## config.mk

```make
export PLATFORM = sky130hd
export DESIGN_NAME = mc_ctrl
export DESIGN_NICKNAME = d
export VERILOG_FILES = /design/src/rtl/mc_ctrl.sv
export SDC_FILE = /design/constraint.sdc
export NUM_CORES = 1
export LEC_CHECK = 0
export CAP_MARGIN = 20
export CORE_UTILIZATION = 43
export DETAILED_ROUTE_END_ITERATION = 8
export PLACE_DENSITY_LB_ADDON = 0.08
export REMOVE_ABC_BUFFERS = 1
export SETUP_SLACK_MARGIN = 0.4
export SLEW_MARGIN = 40
export SYNTH_ARGS = -nofsm -noshare
export SYNTH_HDL_FRONTEND = slang
export SYNTH_SLANG_ARGS = --single-unit
```

## constraint.sdc

```tcl
create_clock -name clk -period 3.65 [get_ports clk]
set_clock_uncertainty 0.1 [all_clocks]
set_input_delay 0.9125 -clock clk [delete_from_list [all_inputs] [get_ports clk]]
set_output_delay 0.9125 -clock clk [all_outputs]
set_load 0.02 [all_outputs]
```

## src/rtl/mc_ctrl.sv

```systemverilog
// Multi-cycle MIPS control unit: FETCH/DECODE/EXEC/MEM/WB sequencer with a
// ready/request memory handshake. Strobes are decoded from state plus op/funct.
module mc_ctrl #(
    parameter int ALUOP_W = 4,
    parameter bit JR_EN   = 1'b1
) (
    input  logic               clk,
    input  logic               rstn,
    input  logic [5:0]         op,
    input  logic [5:0]         funct,
    input  logic               zero,
    input  logic               mem_rdy,
    output logic               mem_req,
    output logic               mem_we,
    output logic               ir_write,
    output logic               pc_write,
    output logic [1:0]         npc_op,
    output logic               reg_write,
    output logic [1:0]         gpr_sel,
    output logic [1:0]         wd_sel,
    output logic               ext_op,
    output logic               alu_srcb,
    output logic [ALUOP_W-1:0] alu_op,
    output logic [2:0]         state,
    output logic               illegal
);

    typedef enum logic [2:0] {
        S_FETCH  = 3'd0,
        S_DECODE = 3'd1,
        S_EXEC   = 3'd2,
        S_MEM    = 3'd3,
        S_WB     = 3'd4
    } state_t;

    typedef enum logic [3:0] {
        K_ILL  = 4'd0, K_R  = 4'd1, K_IALU = 4'd2, K_LW = 4'd3, K_SW   = 4'd4,
        K_BR   = 4'd5, K_J  = 4'd6, K_JAL  = 4'd7, K_JR = 4'd8, K_JALR = 4'd9
    } kind_t;

    state_t     state_r;
    kind_t      kind_s;
    logic [3:0] alu_s;
    logic       srcb_s;
    logic       ext_s;
    logic       bne_s;

    // Instruction classification and ALU control from op/funct
    always_comb begin
        kind_s = K_ILL;
        alu_s  = 4'd0;
        srcb_s = 1'b0;
        ext_s  = 1'b0;
        bne_s  = 1'b0;
        case (op)
            6'h00: begin
                kind_s = K_R;
                case (funct)
                    6'h20, 6'h21: alu_s = 4'd1;
                    6'h22, 6'h23: alu_s = 4'd2;
                    6'h24:        alu_s = 4'd3;
                    6'h25:        alu_s = 4'd4;
                    6'h2A:        alu_s = 4'd5;
                    6'h2B:        alu_s = 4'd6;
                    6'h27:        alu_s = 4'd7;
                    6'h00:        alu_s = 4'd8;
                    6'h02:        alu_s = 4'd9;
                    6'h08:        kind_s = JR_EN ? K_JR : K_ILL;
                    6'h09:        kind_s = JR_EN ? K_JALR : K_ILL;
                    default:      kind_s = K_ILL;
                endcase
            end
            6'h08:   begin kind_s = K_IALU; alu_s = 4'd1;  srcb_s = 1'b1; ext_s = 1'b1; end
            6'h0A:   begin kind_s = K_IALU; alu_s = 4'd5;  srcb_s = 1'b1; ext_s = 1'b1; end
            6'h0C:   begin kind_s = K_IALU; alu_s = 4'd3;  srcb_s = 1'b1; end
            6'h0D:   begin kind_s = K_IALU; alu_s = 4'd4;  srcb_s = 1'b1; end
            6'h0F:   begin kind_s = K_IALU; alu_s = 4'd10; srcb_s = 1'b1; end
            6'h23:   begin kind_s = K_LW;   alu_s = 4'd1;  srcb_s = 1'b1; ext_s = 1'b1; end
            6'h2B:   begin kind_s = K_SW;   alu_s = 4'd1;  srcb_s = 1'b1; ext_s = 1'b1; end
            6'h04:   begin kind_s = K_BR;   alu_s = 4'd2;  ext_s = 1'b1; end
            6'h05:   begin kind_s = K_BR;   alu_s = 4'd2;  ext_s = 1'b1; bne_s = 1'b1; end
            6'h02:   kind_s = K_J;
            6'h03:   kind_s = K_JAL;
            default: kind_s = K_ILL;
        endcase
    end

    // State sequencing; unused encodings recover to FETCH
    always_ff @(posedge clk or negedge rstn) begin
        if (!rstn) begin
            state_r <= S_FETCH;
        end else begin
            case (state_r)
                S_FETCH:  state_r <= mem_rdy ? S_DECODE : S_FETCH;
                S_DECODE: state_r <= (kind_s inside {K_ILL, K_J, K_JAL, K_JR, K_JALR})
                                     ? S_FETCH : S_EXEC;
                S_EXEC: begin
                    case (kind_s)
                        K_LW, K_SW: state_r <= S_MEM;
                        K_BR:       state_r <= S_FETCH;
                        default:    state_r <= S_WB;
                    endcase
                end
                S_MEM: begin
                    if (!mem_rdy)          state_r <= S_MEM;
                    else if (kind_s == K_SW) state_r <= S_FETCH;
                    else                   state_r <= S_WB;
                end
                S_WB:    state_r <= S_FETCH;
                default: state_r <= S_FETCH;
            endcase
        end
    end

    // Per-state strobes; everything is forced low while reset is held
    always_comb begin
        mem_req   = 1'b0;
        mem_we    = 1'b0;
        ir_write  = 1'b0;
        pc_write  = 1'b0;
        npc_op    = 2'b00;
        reg_write = 1'b0;
        gpr_sel   = 2'b00;
        wd_sel    = 2'b00;
        ext_op    = 1'b0;
        alu_srcb  = 1'b0;
        alu_op    = {ALUOP_W{1'b0}};
        illegal   = 1'b0;
        state     = 3'd0;
        if (!rstn) begin
            mem_req = 1'b0;
        end else begin
            state = state_r;
            case (state_r)
                S_FETCH: begin
                    mem_req  = 1'b1;
                    ir_write = mem_rdy;
                    pc_write = mem_rdy;
                end
                S_DECODE: begin
                    case (kind_s)
                        K_J:    begin pc_write = 1'b1; npc_op = 2'b10; end
                        K_JAL:  begin
                            pc_write = 1'b1; npc_op = 2'b10;
                            reg_write = 1'b1; gpr_sel = 2'b10; wd_sel = 2'b10;
                        end
                        K_JR:   begin pc_write = 1'b1; npc_op = 2'b11; end
                        K_JALR: begin
                            pc_write = 1'b1; npc_op = 2'b11;
                            reg_write = 1'b1; wd_sel = 2'b10;
                        end
                        K_ILL:   illegal = 1'b1;
                        default: illegal = 1'b0;
                    endcase
                end
                S_EXEC: begin
                    alu_op   = ALUOP_W'(alu_s);
                    alu_srcb = srcb_s;
                    ext_op   = ext_s;
                    if (kind_s == K_BR) begin
                        pc_write = zero ^ bne_s;
                        npc_op   = 2'b01;
                    end else begin
                        pc_write = 1'b0;
                    end
                end
                S_MEM: begin
                    alu_op   = ALUOP_W'(alu_s);
                    alu_srcb = srcb_s;
                    ext_op   = ext_s;
                    mem_req  = 1'b1;
                    mem_we   = (kind_s == K_SW);
                end
                S_WB: begin
                    alu_op    = ALUOP_W'(alu_s);
                    alu_srcb  = srcb_s;
                    ext_op    = ext_s;
                    reg_write = 1'b1;
                    gpr_sel   = (kind_s == K_R) ? 2'b00 : 2'b01;
                    wd_sel    = (kind_s == K_LW) ? 2'b01 : 2'b00;
                end
                default: mem_req = 1'b0;
            endcase
        end
    end

endmodule
```

* Word level (Yosys, flattened, before mapping)
Index checks and enable logic that the tools add are counted.
** Storage, ports and cells
- Register bits after elaboration :: 3
- Word-level logic and storage cells :: 105
** Cells by class
- Equality and inequality tests :: 35
- Reductions and logical operators :: 20
- Mux-type cells :: 48
- Bitwise operators :: 1
** Operators with widths (number)
- equality test 6 bit (second input constant) :: 11
- one-hot mux 4 bit (7 select lines) :: 2
- equality test 6 x 4 -> 1 bit (second input constant) :: 7
- one-hot mux 4 bit (9 select lines) :: 1
- two-way mux 1 bit :: 25
- equality test 6 x 2 -> 1 bit (second input constant) :: 3
- equality test 4 x 3 -> 1 bit (second input constant) :: 4
- one-hot mux 2 bit (2 select lines) :: 4
- OR reduction 2 bit :: 8
- equality test 6 x 3 -> 1 bit (second input constant) :: 2
- zero test 6 bit :: 2
- two-way mux 2 bit :: 6
- one-hot mux 3 bit (4 select lines) :: 1
- one-hot mux 4 bit (3 select lines) :: 1
- OR reduction 11 bit :: 1
- two-way mux 3 bit :: 3
- equality test 4 bit (second input constant) :: 2
- two-way mux 4 bit :: 2
- OR reduction 7 bit :: 1
- equality test 3 x 2 -> 1 bit (second input constant) :: 2
- one-hot mux 3 bit (2 select lines) :: 1
- OR reduction 3 bit :: 2
- OR reduction 6 bit :: 1
- nonzero test 5 bit :: 1
- other kinds (11) :: 11

* Logic depth before layout (Yosys ltp)
Gate-level depths: netlist of run 1.
- Depth in word-level cells :: 9
- Mapped depth :: 6

* Worst setup path before layout of run 1
Ideal clock, no wire load.
- Kind :: input port to output port
- Start point :: input funct[1]
- End point :: output wd_sel[1]
- Path buffers :: 1
- Stages :: 5
- Data arrival time :: 2.656 ns
- Required time :: 2.638 ns
- Slack :: -0.018 ns
- Cells stage by stage :: buf_2 nor4b_1 a21oi_1 nor4_1 and2_1
** Between the ends
- Word-level cells in the longest chain between the ends :: 9
** Ends and longest elaborated chain
- start: declaration :: line 10 : input logic [5:0] funct,
- equality test 6 x 2 -> 1 bit, or another cell as far along :: line 58 : case (funct)
- OR reduction 11 bit (no source line)
- one-hot mux 4 bit (3 select lines) * :: line 58
- one-hot mux 4 bit (7 select lines) * :: line 55 : case (op)
- equality test 4 x 3 -> 1 bit or equality test 4 bit (tied branches) :: line 141 : case (kind_s)
- OR reduction 2 bit (no source line) *
- two-way mux 2 bit * :: line 141
- one-hot mux 2 bit (2 select lines) * :: line 134 : case (state_r)
- two-way mux 2 bit * :: line 130 : if (!rstn) begin
- end: declaration :: line 20 : output logic [1:0] wd_sel,
Mark *: on every way between the ends. The rest lies on a longest branch, timed or not.

* Worst setup path in the final report of run 1
- Start point :: input op[4]
- End point :: output alu_op[1]
** Between the ends
- Word-level cells in the longest chain between the ends :: 5
** Ends and longest elaborated chain
- start: declaration :: line 9 : input logic [5:0] op,
- equality test 6 bit, or another cell as far along :: line 55
- OR reduction 3 bit (no source line) or OR reduction 2 bit (tied branches)
- one-hot mux 4 bit (7 select lines) * :: line 55
- two-way mux 4 bit * :: line 134
- two-way mux 4 bit * :: line 130
- end: declaration :: line 23 : output logic [ALUOP_W-1:0] alu_op,
Marked as above.

==> results.md, run 1 <==
- Worst slew margin relative to its limit: 66.7%
- Outcome: completed
- Post-layout power: 317 uW
- Final estimated routing congestion in global placement: 0.865
- Tightest Hold Check Type: flip-flop to flip-flop
- Leak Pwr: 0.000747 uW
- Fraction of registers with async set/reset: 100%
- Power density relative to cell area: 176 nW/um^2
- DRT antenna net count: 0
- Net switching power figure: 143 uW
- Netlist area before placement: 917 sq um
- TritonCTS clock tree: built
- Number of vias per cell after detailed routing: 6.31
- Data arrival, critical path: 2.62 ns
- Gate count after technology mapping: 136
- CTS H-tree depth: 1
- Avg Synthesized Cell Area: 6.74 sq um
- Delay contributed by the slowest stage of the critical path: 0.56 ns
- Starting DRT DRC Count: 45
- Tcrit/Tclk final: 99.6%
- Core area: 1980 sq um
- Critical-path maximum fanout: 5
- Peak supply drop: 146 uV
- RSZ-0062 raised after global routing: yes
- Antenna violations before repair: 0
- Clk slew on worst S/H paths: 0.04 ns
- Die extent in y: 48.2 microns
- Number of global-route vias before repair: 1,240
- TritonCTS buffer count: 3
- Critical path class: input port to primary output
- Largest register by flop count: state_r
- Power share of the clock group: 19.4%
- Post-cts hold buffer count: 0
- Filler cell count: 87
- Crit-path cells: buf_6 -> or4_4 -> nor4_4 -> o31a_4 -> o2111ai_2 -> a21oi_1 -> buf_4
- Overflow left after global routing: 0
- Average wire per cell in the routed design: 19.9 microns
- Max FFs per register: 3
- CP endpoint kind: primary output
- I/O Buffers: 36
- Finished Cell Area: 1810 sq um
- Number of register bits inferred by synthesis: 3
- Largest registers: state_r: 3 flops
- Wire length after detailed routing: 4.68 mm
- First-pass GRT wire length: 5.47 mm
- Slew at the pin with the worst max-slew slack: 0.499 ns
- Total buffers and inverters traversed by the critical path: 2
- GRT Resource Usage Total: 33.6%
- Number of rows in the core area: 16
- Worst EP required: 2.64 ns
- CTS sink cnt: 3
- DRC viols: 0
- Max capacitance violation total: 0
- Number of antenna diodes: 0
- Comb power frac: 67.1%
- Width of the die: 48.2 microns
- Pin count of the biggest net entering global routing: 13
- Clock Tree Root: sky130_fd_sc_hd__clkbuf_4
- Estimated wirelength of the detail-placed design: 2.47 mm
- Cell area reported after detailed placement: 1550 sq um
- Area overhead of the layout relative to synthesis: 97.1%
- Post-synth cell types: 43
- Starting Density: 46.3%
- Top_reg_cell synth: sky130_fd_sc_hd__dfrtp_1
- Number of flops mapped to enable cells by yosys: 0
- Library cell contributing the largest single delay on the critical path: sky130_fd_sc_hd__or4_4
- Detailed-route via count: 1,483
- Top-level port count: 37
- Share of final-layout standard cells stronger than drive strength 1: 54.8%
- Cell type group with the largest total delay on the critical path: simple AND/OR/NAND/NOR gates
- Number of endpoints with negative hold slack in the final report: 0
- Minimum clock period after layout: 3.64 ns
- Die area: 2320 sq um
- Sw Share: 45.1%
- Share of total power in sequential cells: 13.5%
- Yosys warns: 0
- Internal portion of total power: 174 uW
- Nets@finish: 225
- Endpoints failing setup: 0
- Worst setup SP type: input port
- Upper clock frequency limit: 275 MHz
- Sequential cell area fraction in the yosys report: 8.19%
- Clock latency of the later-clocked register in the worst-skew pair: 0.24 ns
- First drt pass iteration count: 4
- Max-slew violation total from the final report: 0
- Max clock buf depth: 2
[kinds of logic after synthesis]
| family | synth area share [%] |
|---|---|
| AO/OA/AOI/OAI | 26.5 |
| XOR/XNOR | 2.87 |
| adder cells (fa/ha/maj) | 1.09 |
| buffers and inverters | 7.23 |
| flip-flops | 8.19 |
| multiplexers | 2.32 |
| AND/OR/NAND/NOR | 51.8 |
[synth_stat cells, types with 2 or more instances]
master	number	share of area, %
sky130_fd_sc_hd__a21oi_1	14	7.6
sky130_fd_sc_hd__nand2_1	12	4.9
sky130_fd_sc_hd__nor2_1	10	4.1
sky130_fd_sc_hd__buf_2	8	4.4
sky130_fd_sc_hd__nand2b_1	8	5.5
sky130_fd_sc_hd__nor2b_1	6	4.1
sky130_fd_sc_hd__nor3_1	6	3.3
sky130_fd_sc_hd__nor3b_1	6	4.9
sky130_fd_sc_hd__and2_1	5	3.4
sky130_fd_sc_hd__nor4b_1	5	4.8
sky130_fd_sc_hd__or3_1	5	3.4
sky130_fd_sc_hd__nor4_1	4	2.7
sky130_fd_sc_hd__o21ai_0	4	2.2
sky130_fd_sc_hd__a31oi_1	3	2.0
sky130_fd_sc_hd__dfrtp_1	3	8.2
sky130_fd_sc_hd__nand3_1	3	1.6
sky130_fd_sc_hd__a21o_1	2	1.6
sky130_fd_sc_hd__a2bb2oi_1	2	1.9
sky130_fd_sc_hd__inv_1	2	0.82
sky130_fd_sc_hd__nand4b_1	2	1.9
sky130_fd_sc_hd__o2111ai_1	2	1.9
sky130_fd_sc_hd__or2_2	2	1.4
sky130_fd_sc_hd__xnor2_1	2	1.9
[stage by stage]
step	hold slack, ns	setup WS [ns]	cells	setup TNS, ns	utilization [%]
after floorplan	0.359	0.0771	125	0	-
after global placement	0.399	-0.639	227	-7.80	78.0
after detailed placement	0.415	-0.682	227	-8.47	78.0
after CTS	0.418	0.156	233	0	85.7
after global routing	0.491	-0.0365	235	-0.0365	91.2
final	0.477	0.0138	235	0	91.2
[worst register-to-register path: stages (launching register included)]
cell	delay, ns
sky130_fd_sc_hd__dfrtp_1	0.51
sky130_fd_sc_hd__nand2b_1	0.33
sky130_fd_sc_hd__or3_1	0.40
sky130_fd_sc_hd__o22ai_1	0.19
[power groups by stage]
stage / clock network [uW] / logic (uW) / registers [uW]
floorplan: 0 / 71.4 / 44.6
global placement: 0 / 167 / 41.9
detailed placement: 0 / 169 / 42.1
CTS: 60.7 / 184 / 41.7
global route: 63.8 / 225 / 43.8
finish: 61.5 / 213 / 42.9
[area by class of cell]
cell class	count	area, sq um	area share, %
multi-input combinational	120	1020	56.7
timing repair buffer	79	641	35.4
sequential	3	75.1	4.15
tap	27	33.8	1.87
clock buffer	4	26.3	1.45
inverter	2	7.51	0.415
[routing by layer]
layer	global-route usage, %	routed length, microns
met5	0	0
met4	15.6	222
met3	7.04	405
met2	60.0	2270
met1	37.8	1780
[cell usage in the layout (no fill, tap or decap), types with 3 or more instances in the layout]
cell                               n
sky130_fd_sc_hd__buf_4            48
sky130_fd_sc_hd__buf_6            13
sky130_fd_sc_hd__nand2_1          11
sky130_fd_sc_hd__nor2_1            9
sky130_fd_sc_hd__a21oi_1           8
sky130_fd_sc_hd__nor2b_1           6
sky130_fd_sc_hd__nand2b_1          6
sky130_fd_sc_hd__a21oi_2           6
sky130_fd_sc_hd__clkbuf_2          6
sky130_fd_sc_hd__o21ai_0           4
sky130_fd_sc_hd__and2_1            4
sky130_fd_sc_hd__or3_1             4
sky130_fd_sc_hd__clkdlybuf4s50_1   4
sky130_fd_sc_hd__nor4_4            3
sky130_fd_sc_hd__a31oi_1           3
sky130_fd_sc_hd__nor4b_4           3
sky130_fd_sc_hd__nor3b_1           3
sky130_fd_sc_hd__clkbuf_4          3
sky130_fd_sc_hd__buf_2             3
sky130_fd_sc_hd__dlygate4sd2_1     3
sky130_fd_sc_hd__dfrtp_1           3
[path summary, 6_finish.rpt]
kind | endpoint | cells after the start | slack (ns) | from
min | state_r[0] | 1 | 0.48 | state_r[2]
max | alu_op[1] | 7 | 0.01 | op[4]
max in group asynchronous | state_r[0] | 2 | 2.59 | rstn
min in group asynchronous | state_r[1] | 2 | 0.74 | rstn
min reg2reg | state_r[0] | 1 | 0.48 | state_r[2]
max reg2reg | state_r[1] | 3 | 2.03 | state_r[1]
[repair_timing]
action                                  4_1_cts  5_1_grt
gates resized for setup                     140       48
setup buffers                                 2        2
pin swaps                                    18       16
endpoints found under the setup margin       21       18
Power figures use the tool's default switching activity.
==> run 2, diff against run 1 <==
==> constraint.sdc (replaced) <==
create_clock -name clk -period 3.95 [get_ports clk]
set_clock_uncertainty 0.1 [all_clocks]
set_input_delay 0.9875 -clock clk [delete_from_list [all_inputs] [get_ports clk]]
set_output_delay 0.9875 -clock clk [all_outputs]
set_load 0.1 [all_outputs]
==> run 2 against run 1 <==
Net effect:
- the flow now stops in 4_1_cts
- synthesized cell count unchanged
- area after synthesis did not move
==> results.md, run 2 <==
- Top_reg_cell synth: sky130_fd_sc_hd__dfrtp_1
- Max clock buf depth: 2 (unchanged)
- Number of flops mapped to enable cells by yosys: 0 (unchanged)
- Stage where the run ended: 4_1_cts
- Netlist area before placement: 917 sq um (unchanged)
- Gate count after technology mapping: 136 (unchanged)
- Number of register bits inferred by synthesis: 3 (unchanged)
- CTS H-tree depth: 1 (unchanged)
- Post-synth cell types: 43 (unchanged)
- Starting Density: 46.3% (unchanged)
- I/O Buffers: 36 (unchanged)
- Fraction of registers with async set/reset: 100% (unchanged)
- Avg Synthesized Cell Area: 6.74 sq um (unchanged)
- Outcome: stopped before the end
- Cell type contributing the most total cell area after synthesis: sky130_fd_sc_hd__dfrtp_1
- Pre-CTS setup slack: -0.281 ns (+0.401 ns)
- Log Error: [ERROR DPL-0038] Utilization greater than 100%, impossible to legalize
- Top-level port count: 37 (unchanged)
- Setup repair bufs after CTS: 5 (+3)
- Yosys warns: 0 (unchanged)
- Number of rows in the core area: 16 (unchanged)
- Estimated wirelength of the detail-placed design: 2.95 mm (+20%)
- TritonCTS buffer count: 3 (unchanged)
- Final estimated routing congestion in global placement: 0.885 (+2.4%)
- Cell area reported after detailed placement: 1760 sq um (+14%)
- Post-cts hold buffer count: 0 (unchanged)
- Sequential cell area fraction in the yosys report: 8.19% (unchanged)
- Most frequent cell after synthesis: sky130_fd_sc_hd__a21oi_1
- CTS sink cnt: 3 (unchanged)
- Number of gates resized after CTS: 83 (-41%)
- Leading cell types by total area after synthesis: sky130_fd_sc_hd__dfrtp_1 (8.2%), sky130_fd_sc_hd__a21oi_1 (7.6%), sky130_fd_sc_hd__nand2b_1 (5.5%)
- Width of the die: 48.2 microns (unchanged)
- Cell types with the highest counts after synthesis: sky130_fd_sc_hd__a21oi_1 (14), sky130_fd_sc_hd__nand2_1 (12), sky130_fd_sc_hd__nor2_1 (10)
- Clock Tree Root: sky130_fd_sc_hd__clkbuf_4
- Yosys top cell area share: 8.19% (unchanged)
- Die extent in y: 48.2 microns (unchanged)
==> run 2: cells by family after synthesis <==
kind of cell             count (synthesis)  share of synthesized area, %
flip-flops                               3                          8.19
AO/OA/AOI/OAI                           35                          26.5
adder cells (fa/ha/maj)                  1                          1.09
AND/OR/NAND/NOR                         79                          51.8
XOR/XNOR                                 3                          2.87
multiplexers                             2                          2.32
buffers and inverters                   13                          7.23
==> run 2: stage by stage <==
stage	util (%)	cells
floorplan	-	125
global placement	88.6	227
detailed placement	88.6	227
==> run 3, diff against run 2 <==
Settings changed: CORE_AREA set to 2 2 63 65, CORE_UTILIZATION 43 to not set, DIE_AREA set to 0 0 65 67, PLACE_DENSITY_LB_ADDON 0.08 to 0.15, SETUP_SLACK_MARGIN 0.4 to not set.
==> run 3 against run 2 <==
Net effect:
- the flow now finishes without violations
==> results.md, run 3 (synthesized netlist as in run 1, its figures left out) <==
- Outcome: completed
- Die extent in y: 67 microns (+39%)
- Clk slew on worst S/H paths: 0.03 ns
- DRC viols: 0
- TritonCTS buffer count: 3 (unchanged)
- Post-layout power: 362 uW
- Internal portion of total power: 205 uW
- Leading cell types in the layout, fill and taps excluded: sky130_fd_sc_hd__buf_4 (44), sky130_fd_sc_hd__buf_12 (21), sky130_fd_sc_hd__nand2_1 (12), sky130_fd_sc_hd__a21oi_1 (10), sky130_fd_sc_hd__nor2_1 (10)
- Most used cell along the critical path: sky130_fd_sc_hd__buf_4
- Number of antenna diodes: 0
- Cell area reported after detailed placement: 1810 sq um (+3.2%)
- I/O Buffers: 36 (unchanged)
- Power share of the clock group: 24.8%
- Pin count of the biggest net entering global routing: 14
- Worst setup SP type: input port
- Clock Tree Root: sky130_fd_sc_hd__clkbuf_8
- Number of rows in the core area: 22 (+6)
- Max clock buf depth: 2 (unchanged)
- Worst EP required: 2.86 ns
- Slew at the pin with the worst max-slew slack: 0.485 ns
- Minimum clock period after layout: 3.88 ns
- Crit-path cells: dlygate4sd2_1 -> or4_4 -> nor4_4 -> o31a_4 -> buf_4 -> nor3b_4 -> nor3b_2 -> buf_4 -> buf_12
- Tightest Hold Check Type: flip-flop to flip-flop
- Power density relative to cell area: 186 nW/um^2
- Detailed-route via count: 1,304
- Area overhead of the layout relative to synthesis: 112%
- Number of global-route vias before repair: 1,255
- Clock latency of the later-clocked register in the worst-skew pair: 0.22 ns
- Width of the die: 65 microns (+35%)
- Average wire per cell in the routed design: 13.1 microns
- DRT antenna net count: 0
- Upper clock frequency limit: 257 MHz
- Leak Pwr: 0.000786 uW
- GRT Resource Usage Total: 15.9%
- Delay contributed by the slowest stage of the critical path: 0.56 ns
- RSZ-0062 raised after global routing: yes
- Most frequent standard cell in the layout excluding fill and tap cells: sky130_fd_sc_hd__buf_4
- Final estimated routing congestion in global placement: 0.880 (-0.62%)
- Overflow left after global routing: 0
- Post-cts hold buffer count: 0 (unchanged)
- Endpoints failing setup: 0
- Max capacitance violation total: 0
- Worst Setup Slack, final: 0.0656 ns
- First drt pass iteration count: 4
- Share of final-layout standard cells stronger than drive strength 1: 42.2%
- First-pass GRT wire length: 5.49 mm
- Core area: 3610 sq um
- Library cell contributing the largest single delay on the critical path: sky130_fd_sc_hd__or4_4
- Nets@finish: 228
- Largest registers: state_r: 3 flops
- Wire length after detailed routing: 3.40 mm
- Number of vias per cell after detailed routing: 5.03
- Max-slew violation total from the final report: 0
- Sw Share: 43.5%
- Comb power frac: 63.1%
- Top-level port count: 37 (unchanged)
- Starting Density: 25.4% (-21 points)
- Peak supply drop: 73.4 uV
- Worst slew margin relative to its limit: 67.4%
- CTS sink cnt: 3 (unchanged)
- Share of total power in sequential cells: 12.1%
- Share of the core filled with cells: 54.0%
- Largest register by flop count: state_r
- Starting DRT DRC Count: 33
- Antenna violations before repair: 0
- CTS H-tree depth: 1 (unchanged)
- Max FFs per register: 3
- Critical-path maximum fanout: 4
- Number of endpoints with negative hold slack in the final report: 0
- Finished Cell Area: 1950 sq um
- Data arrival, critical path: 2.80 ns
- Die area: 4360 sq um
- Pre-CTS setup slack: -0.225 ns (+0.0557 ns)
- Tcrit/Tclk final: 98.3%
- TritonCTS clock tree: built
- Estimated wirelength of the detail-placed design: 2.60 mm (-12%)
- Net switching power figure: 158 uW
- CP endpoint kind: primary output
- Critical path class: input port to primary output
- Final worst hold slack: 0.427 ns
## run 3: metal layers
layer,share of wire (%),GRT usage [%]
met1,44,19.3
met2,49,28.9
met3,6.2,3.04
met4,0.62,3.72
met5,0,0
## run 3: layout make-up
cell class                 instances  area, sq um
multi-input combinational        120          851
timing repair buffer              82          907
inverter                           2         7.51
sequential                         3         75.1
clock buffer                       4         45.0
tap                               48         60.1
fill                             342         1660
## run 3: timing repair
item | 4_1_cts | 5_1_grt
gates resized for setup | 17 | 10
endpoints found under the setup margin | 11 | 9
setup buffers | 0 | 2
hold endpoints to repair | 0 | 0
pin swaps | 5 | 5
cloned | 0 | 1
## run 3: through the flow
step	setup TNS, ns	std cells
2_1_floorplan	-16.83	125
6_report	0	259
5_1_grt	-0.0416	259
3_3_place_gp	-1.35	252
4_1_cts	0	256
3_5_place_dp	-1.59	252
## run 3: worst max-delay path: cells and delay by family
family          cells  cell delay [ns]
simple gates        4             0.94
compound gates      1             0.21
buf+inv             4             0.65
## run 3: worst paths after layout
kind,from,endpoint,slack [ns],cells past startpoint
max,op[4],illegal,0.07,9
max in group asynchronous,rstn,state_r[1],2.54,1
min in group asynchronous,rstn,state_r[0],0.95,1
min reg2reg,state_r[2],state_r[0],0.43,1
max reg2reg,state_r[0],state_r[1],2.48,3
min,state_r[2],state_r[0],0.43,1
## run 3: power by group through the flow
stage | combinational [uW] | clock (uW) | sequential, uW
finish | 229 | 89.7 | 44.0
floorplan | 114 | 0 | 41.2
detailed placement | 220 | 0 | 43.6
global route | 243 | 94.4 | 45.3
global placement | 219 | 0 | 44.1
CTS | 220 | 90.7 | 43.6
==> run 4, diff against run 3 <==
Clock period 3.95 ns to 4.7 ns, I/O delays scaled along.
==> run 4 against run 3 <==
Net effect:
- setup slack gained 0.11 ns
- via count shrank 8.1%
- clock power shrank 17%
- sequential cell count is the same
- die area is the same
- critical endpoint unchanged
- sequential power shrank 17%
- power shrank 22%
- count of clock-buffer cells in the layout is the same
- highest routed layer unchanged
==> results.md, run 4 (synthesized netlist as in run 1, its figures left out) <==
- Outcome: completed
- DRT antenna net count: 0 (unchanged)
- Critical path class: input port to primary output
- Area overhead of the layout relative to synthesis: 83.6%
- Max capacitance violation total: 0 (unchanged)
- Pin count of the biggest net entering global routing: 14 (unchanged)
- Average wire per cell in the routed design: 13.1 microns (-0.21%)
- Peak supply drop: 58.5 uV (-20%)
- Tcrit/Tclk final: 96.2%
- Library cell contributing the largest single delay on the critical path: sky130_fd_sc_hd__clkdlybuf4s50_1
- Clock Tree Root: sky130_fd_sc_hd__clkbuf_8
- Data arrival, critical path: 3.24 ns (+0.44 ns)
- CTS sink cnt: 3 (unchanged)
- Starting DRT DRC Count: 75 (+130%)
- Comb power frac: 60.4% (-2.7 points)
- First drt pass iteration count: 4 (unchanged)
- Delay contributed by the slowest stage of the critical path: 0.47 ns (-0.09 ns)
- CP endpoint kind: primary output
- Number of endpoints with negative hold slack in the final report: 0 (unchanged)
- Max clock buf depth: 2 (unchanged)
- Worst slew margin relative to its limit: 62.8% (-4.6 points)
- Endpoints failing setup: 0 (unchanged)
- Largest registers: state_r: 3 flops
- Core area: 3610 sq um (unchanged)
- Pre-CTS setup slack: 0.172 ns (+0.398 ns)
- Post-layout power: 281 uW (-22%)
- Worst EP required: 3.42 ns (+0.56 ns)
- Antenna violations before repair: 0 (unchanged)
- Share of final-layout standard cells stronger than drive strength 1: 30.2% (-12 points)
- Wire length after detailed routing: 3.10 mm (-8.7%)
- Nets@finish: 206 (-9.6%)
- Die extent in y: 67 microns (unchanged)
- Total area of sequential cells: 75.1 sq um (unchanged)
- Worst Setup Slack, final: 0.180 ns (+0.115 ns)
- Filler cell count: 376 (+9.9%)
- CTS H-tree depth: 1 (unchanged)
- Clock latency of the later-clocked register in the worst-skew pair: 0.22 ns (about the same)
- Upper clock frequency limit: 221 MHz
- Width of the die: 65 microns (unchanged)
- Die area: 4360 sq um (unchanged)
- Estimated wirelength of the detail-placed design: 2.51 mm (-3.5%)
- Leak Pwr: 0.000622 uW (-21%)
- Number of global-route vias before repair: 1,124 (-10%)
- Footprint of the multi-input gates: 783 sq um (-7.9%)
- TritonCTS buffer count: 3 (unchanged)
- TritonCTS clock tree: built
- Final estimated routing congestion in global placement: 0.848 (-3.7%)
- Overflow left after global routing: 0 (unchanged)
- Largest register by flop count: state_r
- Leading cell types in the layout, fill and taps excluded: sky130_fd_sc_hd__buf_4 (27), sky130_fd_sc_hd__buf_12 (18), sky130_fd_sc_hd__clkdlybuf4s50_1 (15), sky130_fd_sc_hd__nand2_1 (12), sky130_fd_sc_hd__a21oi_1 (12)
- Power share of the clock group: 26.6% (+1.8 points)
- DRC viols: 0 (unchanged)
- Most frequent standard cell in the layout excluding fill and tap cells: sky130_fd_sc_hd__buf_4
- Slew at the pin with the worst max-slew slack: 0.551 ns (+0.0661 ns)
- Minimum clock period after layout: 4.52 ns
- First-pass GRT wire length: 5.04 mm (-8.3%)
- Tightest Hold Check Type: flip-flop to flip-flop
- Number of rows in the core area: 22 (unchanged)
- Critical-path maximum fanout: 13 (+9)
- Worst setup SP type: input port
- Power density relative to cell area: 167 nW/um^2 (-10%)
- GRT Resource Usage Total: 14.7% (-1.3 points)
- Max-slew violation total from the final report: 0 (unchanged)
- Sw Share: 44.3% (+0.76 points)
- Crit-path cells: clkdlybuf4s50_1 -> buf_4 -> and2_1 -> o311a_1 -> a2bb2oi_2 -> nor3b_1 -> nor3b_1 -> buf_4 -> buf_12
- Clk slew on worst S/H paths: 0.03 ns (about the same)
- Net switching power figure: 124 uW (-21%)
- Internal portion of total power: 157 uW (-23%)
- Detailed-route via count: 1,198 (-8.1%)
- Number of antenna diodes: 0 (unchanged)
- Number of vias per cell after detailed routing: 5.05 (+0.40%)
- RSZ-0062 raised after global routing: no
- Share of total power in sequential cells: 13.0% (+0.9 points)
- I/O Buffers: 36 (unchanged)
- Top-level port count: 37 (unchanged)
- Starting Density: 25.4% (unchanged)
- Max FFs per register: 3 (unchanged)
[run 4: area by class of cell]
| cell class | count | area share, % |
|---|---|---|
| Multi-Input combinational cell | 120 | 46.5 |
| Tap cell | 48 | 3.57 |
| Timing Repair Buffer | 60 | 42.3 |
| Inverter | 2 | 0.446 |
| Sequential cell | 3 | 4.46 |
| Clock buffer | 4 | 2.67 |
[run 4: power groups by stage]
stage,clock network [uW],logic (uW),registers (uW)
2_1_floorplan,0,95.6,34.7
3_3_place_gp,0,168,37.0
3_5_place_dp,0,169,36.6
4_1_cts,76.8,170,36.6
5_1_grt,78.2,180,37.7
6_report,74.7,170,36.6
[run 4: path summary, 6_finish.rpt]
check / startpoint / slack (ns) / cells past startpoint / end
max: op[2] / 0.18 / 9 / illegal
min: state_r[2] / 0.41 / 1 / state_r[0]
max reg2reg: state_r[1] / 3.28 / 3 / state_r[1]
min reg2reg: state_r[2] / 0.41 / 1 / state_r[0]
max in group asynchronous: rstn / 3.14 / 2 / state_r[2]
min in group asynchronous: rstn / 1.26 / 2 / state_r[0]
[run 4: routing by layer]
| metal | GRT usage, % | wire [microns] |
|---|---|---|
| met5 | 0 | 0 |
| met3 | 2.20 | 149 |
| met4 | 3.19 | 19 |
| met2 | 25.5 | 1450 |
| met1 | 19.1 | 1480 |
[run 4: what timing repair did]
action                     CTS  global route
hold buffers                 0             0
gates resized for setup      0             2
setup buffers                0             0
setup endpoints to repair    0             2
[run 4: metrics by stage]
step / setup TNS (ns) / cells / hold WS, ns / area [sq um] / util (%)
3_5_place_dp: 0 / 233 / 0.422 / 1630 / 45.2
2_1_floorplan: -10.59 / 125 / 0.359 / 858 / -
5_1_grt: 0 / 237 / 0.425 / 1680 / 46.7
3_3_place_gp: 0 / 233 / 0.420 / 1630 / 45.2
6_report: 0 / 237 / 0.414 / 1680 / 46.7
4_1_cts: 0 / 237 / 0.416 / 1680 / 46.5
[run 4: worst max-delay path: cells and delay by family]
family | cells | cell delay, ns
buffers and inverters | 4 | 0.97
AOI/OAI and AO/OA | 2 | 0.42
and+or+nand+nor | 3 | 0.67
